### src/rtl/adc_sample_emulator.sv
// Emulated ADC: divided conversion clock, framed data words with a frame marker.
// Define ADC_SAMPLE_EMULATOR_LFSR_EN to add the LFSR pattern on PATTERN_SEL=2.
module adc_sample_emulator #(
  parameter int unsigned DATA_W = 16,
  parameter int unsigned DIV_W  = 8
) (
  input  logic              CLK,
  input  logic              RST,
  input  logic              START,
  input  logic [DIV_W-1:0]  CNV_DIV,
  input  logic [15:0]       FRAME_LEN,
  input  logic [1:0]        PATTERN_SEL,
  input  logic [DATA_W-1:0] FIXED_WORD,
  output logic              CNVCLK,
  output logic [DATA_W-1:0] DATA_OUT,
  output logic              SR_OUT,
  output logic              BUSY,
  output logic              FRAME_DONE
);

  typedef enum logic [1:0] {StIdle, StRun, StDrain} state_e;

  state_e             state_q, state_d;
  logic [DIV_W-1:0]   div_q, div_d;
  logic [15:0]        len_q, len_d;
  logic [1:0]         sel_q, sel_d;
  logic [DATA_W-1:0]  fixed_q, fixed_d;
  logic [DIV_W-1:0]   div_cnt_q, div_cnt_d;
  logic [15:0]        conv_cnt_q, conv_cnt_d;
  logic               cnvclk_q, cnvclk_d;
  logic [DATA_W-1:0]  data_q, data_d;
  logic               sr_q, sr_d;
  logic               done_q, done_d;
  logic [DATA_W-1:0]  cnt_pat_q, cnt_pat_d;
  logic [DATA_W-1:0]  walk_q, walk_d;
  logic [DIV_W-1:0]   div_in;
  logic [15:0]        len_in;
  logic [DATA_W-1:0]  pattern;
  logic               half_done;
  logic               cfg_load;

`ifdef ADC_SAMPLE_EMULATOR_LFSR_EN
  localparam logic [15:0] LfsrSeed = 16'hACE1;
  logic [15:0] lfsr_q, lfsr_d;
  logic [15:0] lfsr_next;
  // Fibonacci form of x^16+x^14+x^13+x^11+1, shifting right.
  assign lfsr_next = {lfsr_q[0] ^ lfsr_q[2] ^ lfsr_q[3] ^ lfsr_q[5], lfsr_q[15:1]};
`endif

  // Degenerate settings are clamped before they are latched.
  assign div_in    = (CNV_DIV < DIV_W'(2)) ? DIV_W'(2) : CNV_DIV;
  assign len_in    = (FRAME_LEN == 16'd0) ? 16'd1 : FRAME_LEN;
  assign half_done = (div_cnt_q == div_q - DIV_W'(1));

  always_comb begin
    pattern = cnt_pat_q;
    case (sel_q)
      2'd1:    pattern = fixed_q;
`ifdef ADC_SAMPLE_EMULATOR_LFSR_EN
      2'd2:    pattern = DATA_W'(lfsr_q);
`endif
      2'd3:    pattern = walk_q;
      default: pattern = cnt_pat_q;
    endcase
  end

  always_comb begin
    state_d    = state_q;
    div_d      = div_q;
    len_d      = len_q;
    sel_d      = sel_q;
    fixed_d    = fixed_q;
    div_cnt_d  = div_cnt_q;
    conv_cnt_d = conv_cnt_q;
    cnvclk_d   = cnvclk_q;
    data_d     = data_q;
    sr_d       = sr_q;
    done_d     = 1'b0;
    cnt_pat_d  = cnt_pat_q;
    walk_d     = walk_q;
    cfg_load   = 1'b0;
`ifdef ADC_SAMPLE_EMULATOR_LFSR_EN
    lfsr_d     = lfsr_q;
`endif
    case (state_q)
      StIdle: begin
        if (START) begin
          state_d    = StRun;
          cfg_load   = 1'b1;
          div_cnt_d  = '0;
          conv_cnt_d = '0;
          cnt_pat_d  = '0;
          walk_d     = DATA_W'(1);
`ifdef ADC_SAMPLE_EMULATOR_LFSR_EN
          lfsr_d     = LfsrSeed;
`endif
        end
      end
      StRun: begin
        if (half_done) begin
          div_cnt_d = '0;
          cnvclk_d  = ~cnvclk_q;
          if (!cnvclk_q) begin
            // Rising edge: the word and marker change only here.
            data_d     = pattern;
            sr_d       = (conv_cnt_q == 16'd0);
            conv_cnt_d = conv_cnt_q + 16'd1;
            cnt_pat_d  = cnt_pat_q + DATA_W'(1);
            walk_d     = {walk_q[DATA_W-2:0], walk_q[DATA_W-1]};
`ifdef ADC_SAMPLE_EMULATOR_LFSR_EN
            lfsr_d     = lfsr_next;
`endif
          end else if (conv_cnt_q == len_q) begin
            done_d     = 1'b1;
            conv_cnt_d = '0;
            cfg_load   = 1'b1;
            if (!START) state_d = StDrain;
          end
        end else begin
          div_cnt_d = div_cnt_q + DIV_W'(1);
        end
      end
      StDrain: begin
        if (half_done) begin
          state_d   = StIdle;
          div_cnt_d = '0;
        end else begin
          div_cnt_d = div_cnt_q + DIV_W'(1);
        end
      end
      default: state_d = StIdle;
    endcase
    if (cfg_load) begin
      div_d   = div_in;
      len_d   = len_in;
      sel_d   = PATTERN_SEL;
      fixed_d = FIXED_WORD;
    end
  end

  always_ff @(posedge CLK or negedge RST) begin
    if (!RST) begin
      state_q    <= StIdle;
      div_q      <= '0;
      len_q      <= '0;
      sel_q      <= '0;
      fixed_q    <= '0;
      div_cnt_q  <= '0;
      conv_cnt_q <= '0;
      cnvclk_q   <= 1'b0;
      data_q     <= '0;
      sr_q       <= 1'b0;
      done_q     <= 1'b0;
      cnt_pat_q  <= '0;
      walk_q     <= DATA_W'(1);
`ifdef ADC_SAMPLE_EMULATOR_LFSR_EN
      lfsr_q     <= LfsrSeed;
`endif
    end else begin
      state_q    <= state_d;
      div_q      <= div_d;
      len_q      <= len_d;
      sel_q      <= sel_d;
      fixed_q    <= fixed_d;
      div_cnt_q  <= div_cnt_d;
      conv_cnt_q <= conv_cnt_d;
      cnvclk_q   <= cnvclk_d;
      data_q     <= data_d;
      sr_q       <= sr_d;
      done_q     <= done_d;
      cnt_pat_q  <= cnt_pat_d;
      walk_q     <= walk_d;
`ifdef ADC_SAMPLE_EMULATOR_LFSR_EN
      lfsr_q     <= lfsr_d;
`endif
    end
  end

  assign CNVCLK     = cnvclk_q;
  assign DATA_OUT   = data_q;
  assign SR_OUT     = sr_q;
  assign BUSY       = (state_q != StIdle);
  assign FRAME_DONE = done_q;

endmodule
### config.mk
export PLATFORM = sky130hd
export DESIGN_NAME = adc_sample_emulator
export DESIGN_NICKNAME = d
export VERILOG_FILES = /design/src/rtl/adc_sample_emulator.sv
export SDC_FILE = /design/constraint.sdc
export NUM_CORES = 1
export LEC_CHECK = 0
export ABC_CLOCK_PERIOD_IN_PS = 6650
export CORE_MARGIN = 2
export CORE_UTILIZATION = 30
export DETAILED_ROUTE_END_ITERATION = 10
export HOLD_SLACK_MARGIN = 0.03
export PLACE_DENSITY_LB_ADDON = 0.05
export SYNTH_ARGS = -nofsm -noshare
export SYNTH_HDL_FRONTEND = slang
export SYNTH_SLANG_ARGS = --single-unit
### constraint.sdc
create_clock -name CLK -period 6.65 [get_ports CLK]
set_clock_uncertainty 0.15 [all_clocks]
set_input_delay 0.9975 -clock CLK [delete_from_list [all_inputs] [get_ports CLK]]
set_output_delay 0.9975 -clock CLK [all_outputs]
set_load 0.005 [all_outputs]
==> summary.md, run 1 <==
| Metric | Value |
|---|---|
| Busiest grt layer | met2 |
| WL per Instance | 16.9 um |
| Min-Delay Endpoint | DATA_OUT[13] |
| Ratio of cells with drive above 1 in the final layout | 8.61% |
| Hold bufs inserted after CTS | 0 |
| Rel. slew slack | 37.1% |
| Achievable frequency | 0.287 GHz |
| Initial core utilization | 30.6% |
| Reg-to-Reg Start | state_q[1] |
| EDFF count, synth | 0 |
| Fin crit period | 3.49 ns |
| DIE WIDTH | 148 um |
| P per Cell Area | 379 nW/um^2 |
| Cell Rows | 52 |
| RSZ-0062 raised after global routing | no |
| Initial drt markers | 236 |
| H-tree depth | 4 |
| #FFs+latches synth | 119 |
| Synthesized Nets | 651 |
| WL final | 15700 um |
| Root buffer cell | clkbuf_16 |
| Post-DP HPWL | 11100 um |
| Routed vias | 4716 |
| CTS tree | built |
| Distinct cells, synth | 62 |
| N_diodes | 0 |
| Leakage | 3.21 nW |
| Gpl congestion | 0.780 |
| Comb pwr share | 29.4% |
| Worst min path class | register to register |
| Pre-CTS setup slack | 3.02 ns |
| Seq/Total Area, Yosys | 48.2% |
| Async SR Flop Fraction | 100% |
| CTS max path bufs | 2 |
| I/O pin cnt | 65 |
| CTS resizes | 0 |
| Pins Over Slew Limit | 0 |
| Setup tns final | 0 ns |
| DRC Markers | 0 |
| Fin crit share | 52.5% |
| Critical Path End Type | register |
| Top_reg_cell synth | dfrtp_1 |
| DRT Pass-1 Iters | 4 |
| Met3 usage | 3.61% |
| Vias per inst | 5.06 |
| Fin nets | 703 |
| Initial antenna violation count | 0 |
| Maximum capacitance violations | 0 |
| Internal | 1.87 mW |
| PnR Total Power | 2.88 mW |
| Sw power | 1.01 mW |
| Crit path max fanout | 32 |
| Reg2Reg Depth | 7 |
| Synthesized area | 6180 um^2 |
| Worst setup slack after layout | 3.16 ns |
| Final ANT Viol Nets | 0 |
| CP Launch Type | register |
| Area Growth Syn to Fin | 22.9% |
| CP arrival | 3.63 ns |
| Vias in the first global route | 4899 |
| Setup Buffers After CTS | 0 |
| WS Path Type | register to register |
| Average cell area after synthesis | 10.3 um^2 |
| Number of buffers created by CTS | 17 |
| Yosys warning total | 0 |
| Outcome | finished, final reports clean |
| Flop2flop setup slack | 3.16 ns |
| Slew @ Worst Pin | 0.943 ns |
| Port bufs | 64 |
| RR Endpoint | cnt_pat_q[0] |
| Core Area | 20200 um^2 |
| Final setup vio count | 0 |
| Largest net degree at the start of global routing | 73 |
| Die footprint | 21800 um^2 |
| Worst-skew pair later-pin latency | 0.42 ns |
| Peak supply drop | 0.000162 V |
| Sw frac | 35.2% |
| Clk sink count | 119 |
| Hold depth | 2 |
| M1 GR Usage | 20.1% |
| Post-Syn Instances | 598 |
| Fin. Hold Viols | 0 |
| Worst endpoint required time | 6.80 ns |
| Clk pwr share | 31.5% |
| # fillers | 2027 |
| GRT Total Usage | 15.3% |
| DIE HEIGHT | 148 um |
| Met2 usage | 24.8% |
| Clk pin slew, worst setup/hold paths | 0.06 ns |
| HP Start | DATA_OUT[13] |
| Global-route wire length before repair | 26200 um |
| Reg power frac | 39.1% |
| Total global routing overflow | 0 |
==> registers in the layout, summed over array words and instances (netlist names) <==
register / count
walk_q: 16
fixed_q: 16
conv_cnt_q: 16
SR_OUT: 1
len_q: 16
DATA_OUT: 16
div_cnt_q: 8
FRAME_DONE: 1
cnt_pat_q: 16
state_q: 2
div_q: 8
CNVCLK: 1
sel_q: 2
==> metrics by stage <==
stage / utilization, % / instances / hold slack, ns / instance area [um^2]
finish: 37.6 / 932 / 0.326 / 7600
global route: 37.6 / 932 / 0.350 / 7600
CTS: 37.6 / 932 / 0.331 / 7600
detailed placement: 34.7 / 901 / 0.322 / 7020
global placement: 34.7 / 901 / 0.315 / 7020
floorplan: - / 598 / 0.298 / 6180
==> synth_stat cells (all sizes together), types with 9 or more instances <==
cell / n / area share, %
o21ai: 51 / 4.1
xor2: 18 / 2.5
nor2: 19 / 1.3
a31oi: 13 / 1.3
nand4: 9 / 1.4
o31ai: 14 / 1.7
mux2i: 20 / 3.2
or4: 12 / 1.5
nand2: 64 / 3.9
o211ai: 11 / 1.3
mux2: 41 / 7.5
dfrtp: 118 / 48
a21oi: 19 / 1.5
a22o: 19 / 2.7
nor3: 9 / 0.99
clkbuf: 18 / 1.1
nand3: 27 / 2.2
inv: 16 / 0.97
nor4: 13 / 1.5
buf: 16 / 1.5
and3: 9 / 0.91
==> layout by cell type (no fill, tap or decap), types with 9 or more instances in the layout <==
cell             Yosys  routed
o31ai_1             14      14
nand3_1             27      27
nor2_1              17      17
xor2_1              18      18
inv_1               16      16
a31oi_1             13      13
clkdlybuf4s50_1      0      63
o211ai_1            11      11
or4_1               12      12
mux2_1              34      34
o21ai_0             49      49
a22o_1              19      19
mux2i_1             20      20
dfrtp_1            118     118
clkbuf_16            0      17
nand2_1             63      63
a21oi_1             19      19
and3_1               9       9
nor4_1              11      11
==> logic make-up after synthesis <==
| family | after synthesis | synth area share [%] |
|---|---|---|
| AND/OR/NAND/NOR | 189 | 16.7 |
| AO/OA/AOI/OAI | 145 | 15.6 |
| flip-flops | 119 | 48.2 |
| multiplexers | 61 | 10.7 |
| buffers and inverters | 50 | 3.56 |
| XOR/XNOR | 26 | 3.68 |
| adder cells (fa/ha/maj) | 8 | 1.62 |
==> cell type report <==
type | instances | area (um^2) | share of cell area (%)
Multi-Input combinational cell | 429 | 2980 | 39.3
Sequential cell | 119 | 2980 | 39.2
Clock inverter | 12 | 128 | 1.68
Clock buffer | 19 | 453 | 5.96
Timing Repair Buffer | 67 | 661 | 8.69
Inverter | 16 | 60.1 | 0.790
Tap cell | 270 | 338 | 4.44
==> worst max-delay path: stages (launching register included) <==
cell and delay, ns:
dfrtp_1 0.38, inv_1 0.10, ha_1 0.57, inv_1 0.40, o21ai_1 0.46, nand4_4 0.40, and2_1 0.54, mux2_2 0.36
==> worst max-delay path by stage <==
stage / startpoint / end / slack, ns / depth (start not counted)
6_report: state_q[1] / cnt_pat_q[0] / 3.16 / 7
5_1_grt: state_q[1] / cnt_pat_q[0] / 2.82 / 7
4_1_cts: state_q[1] / cnt_pat_q[0] / 3.15 / 7
3_5_place_dp: START / cnt_pat_q[0] / 3.02 / 6
3_3_place_gp: START / cnt_pat_q[0] / 3.05 / 6
2_1_floorplan: START / cnt_pat_q[1] / 4.13 / 7
==> power by group through the flow <==
| stage | logic (mW) | clock network, mW | registers, mW |
|---|---|---|---|
| finish | 0.846 | 0.908 | 1.13 |
| global route | 0.950 | 0.971 | 1.16 |
| CTS | 0.866 | 0.934 | 1.13 |
| detailed placement | 0.862 | 0 | 1.14 |
| global placement | 0.849 | 0 | 1.14 |
| floorplan | 0.667 | 0 | 1.03 |
==> layer usage <==
metal / vias up / routed length (um)
met5: - / 0
li1: 2317 / -
met3: 19 / 514
met4: 0 / 329
met1: 2303 / 7250
met2: 77 / 7620
(Power assumes the default switching activity.)
==> run 2: changes to the inputs <==
Settings changed: ABC_CLOCK_PERIOD_IN_PS 6650 to 3300.
Clock period 6.65 ns to 3.3 ns, I/O delays scaled along.
==> run 2 against run 1 <==
Combinational power increased by 120%; sequential cell count unchanged; core utilization increased by 1.2 points; highest routed layer unchanged; critical path type unchanged; non-clock buffer count increased by 17; sequential power increased by 98%.
==> summary.md, run 2 (same netlist as run 1, synthesis figures left out) <==
| Metric | Value |
|---|---|
| Final ANT Viol Nets | 0 |
| Die footprint | 21800 um^2 |
| DRT Pass-1 Iters | 5 |
| Achievable frequency | 0.335 GHz |
| Vias per inst | 5.06 |
| GRT Total Usage | 15.7% |
| Cell Count, Final, Fillers Out | 950 |
| Post-place instance area | 7170 um^2 |
| H-tree depth | 4 |
| Reg-to-Reg Start | div_q[1] |
| RSZ-0062 raised after global routing | no |
| CTS tree | built |
| Routed vias | 4806 |
| Port bufs | 64 |
| P per Cell Area | 787 nW/um^2 |
| Max incr delay on CP | 0.62 ns |
| Initial antenna violation count | 0 |
| Design Area, Final | 7840 um^2 |
| Termination of the worst setup path | cnt_pat_q[0] |
| DRC Markers | 0 |
| Buf/Inv on CP | 1 |
| Global-route wire length before repair | 27000 um |
| Worst setup slack after layout | 0.313 ns |
| Peak supply drop | 0.000328 V |
| Clk sink count | 119 |
| Slew @ Worst Pin | 0.922 ns |
| Core Util, Final | 38.8% |
| Pre-CTS setup slack | 0.357 ns |
| Worst Setup SP | div_q[1] |
| CTS max path bufs | 2 |
| CP arrival | 3.18 ns |
| Setup tns final | 0 ns |
| Worst endpoint required time | 3.50 ns |
| Largest delay share family, worst path | simple AND/OR/NAND/NOR gates |
| I/O pin cnt | 65 |
| Cell Rows | 52 |
| Outcome | finished, final reports clean |
| Vias in the first global route | 5032 |
| Fin. Hold Viols | 0 |
| CTS resizes | 0 |
| Largest net degree at the start of global routing | 85 |
| Worst path cell trace | inv_1 -> ha_1 -> xnor2_1 -> and4b_1 -> a41oi_1 -> nand2_2 -> nand4_4 -> and2_1 -> mux2_2 |
| Rel. slew slack | 38.5% |
| Leakage | 3.34 nW |
| Crit path depth | 9 |
| Root buffer cell | clkbuf_16 |
| Area Growth Syn to Fin | 26.8% |
| Commonest non-fill, non-tap cell in the layout | dfrtp_1 |
| Core Area | 20200 um^2 |
| Hold bufs inserted after CTS | 1 |
| Ratio of cells with drive above 1 in the final layout | 10.6% |
| Clk pin slew, worst setup/hold paths | 0.06 ns |
| Slowest cell on crit path | and2_1 |
| WL per Instance | 16.9 um |
| Final setup vio count | 0 |
| Critical Path End Type | register |
| Fin crit period | 2.99 ns |
| Fin crit share | 90.5% |
| WL final | 16100 um |
| Fin nets | 720 |
| Commonest cells after routing, fill and taps aside | dfrtp_1, nand2_1, clkdlybuf4s50_1 |
| Setup Buffers After CTS | 0 |
| Maximum capacitance violations | 0 |
| N_diodes | 0 |
| Flop2flop setup slack | 0.31 ns |
| Inst Count DP | 917 |
| Pins Over Slew Limit | 0 |
| Worst min path class | register to register |
| WS Path Type | register to register |
| Initial core utilization | 30.6% |
| Post-DP HPWL | 11400 um |
| DIE HEIGHT | 148 um |
| Crit path max fanout | 20 |
| Initial drt markers | 235 |
| Gpl congestion | 0.810 |
| DIE WIDTH | 148 um |
| Number of buffers created by CTS | 17 |
| Total global routing overflow | 0 |
| Reg2Reg Depth | 9 |
| CP Launch Type | register |
| Worst-skew pair later-pin latency | 0.41 ns |
| RR Endpoint | cnt_pat_q[0] |
[run 2: layout make-up]
class | count | area [um^2]
Clock inverter | 10 | 191
Fill cell | 2001 | 12400
Inverter | 16 | 60.1
Timing Repair Buffer | 84 | 816
Clock buffer | 22 | 474
Tap cell | 270 | 338
Sequential cell | 119 | 2980
Multi-Input combinational cell | 429 | 2980
[run 2: worst reg2reg max path, cell delays in order (launching register included)]
cell	delay (ns)
dfrtp_1	0.45
inv_1	0.07
ha_1	0.26
xnor2_1	0.16
and4b_1	0.18
a41oi_1	0.20
nand2_2	0.26
nand4_4	0.30
and2_1	0.62
mux2_2	0.28
[run 2: power by group]
| part | leakage (nW) | internal [mW] | switching, mW |
|---|---|---|---|
| Combinational | 1.47 | 0.877 | 0.967 |
| Sequential | 1.55 | 1.82 | 0.417 |
| Clock | 0.317 | 1.41 | 0.684 |
[run 2: metrics by stage]
step / power, mW / hold slack (ns)
2_1_floorplan: 3.42 / 0.0494
6_report: 6.18 / 0.326
4_1_cts: 6.27 / 0.330
5_1_grt: 6.60 / 0.345
3_3_place_gp: 4.12 / 0.316
3_5_place_dp: 4.14 / 0.323
[run 2: worst min-delay path by stage]
stage	cells after the start	from	end	slack (ns)
6_report	2	DATA_OUT[11]	DATA_OUT[11]	0.33
4_1_cts	2	walk_q[0]	walk_q[0]	0.33
5_1_grt	2	walk_q[0]	walk_q[0]	0.35
3_5_place_dp	2	DATA_OUT[11]	DATA_OUT[11]	0.32
3_3_place_gp	2	DATA_OUT[11]	DATA_OUT[11]	0.32
2_1_floorplan	0	RST	CNVCLK	0.05
[run 2: routing by layer]
| metal | routed length, um | up-vias | global-route usage, % |
|---|---|---|---|
| met5 | 0 | - | 0 |
| met4 | 205 | 0 | 4.86 |
| met3 | 534 | 14 | 3.52 |
| met2 | 7840 | 93 | 26.4 |
| met1 | 7480 | 2357 | 20.0 |
| li1 | - | 2342 | - |
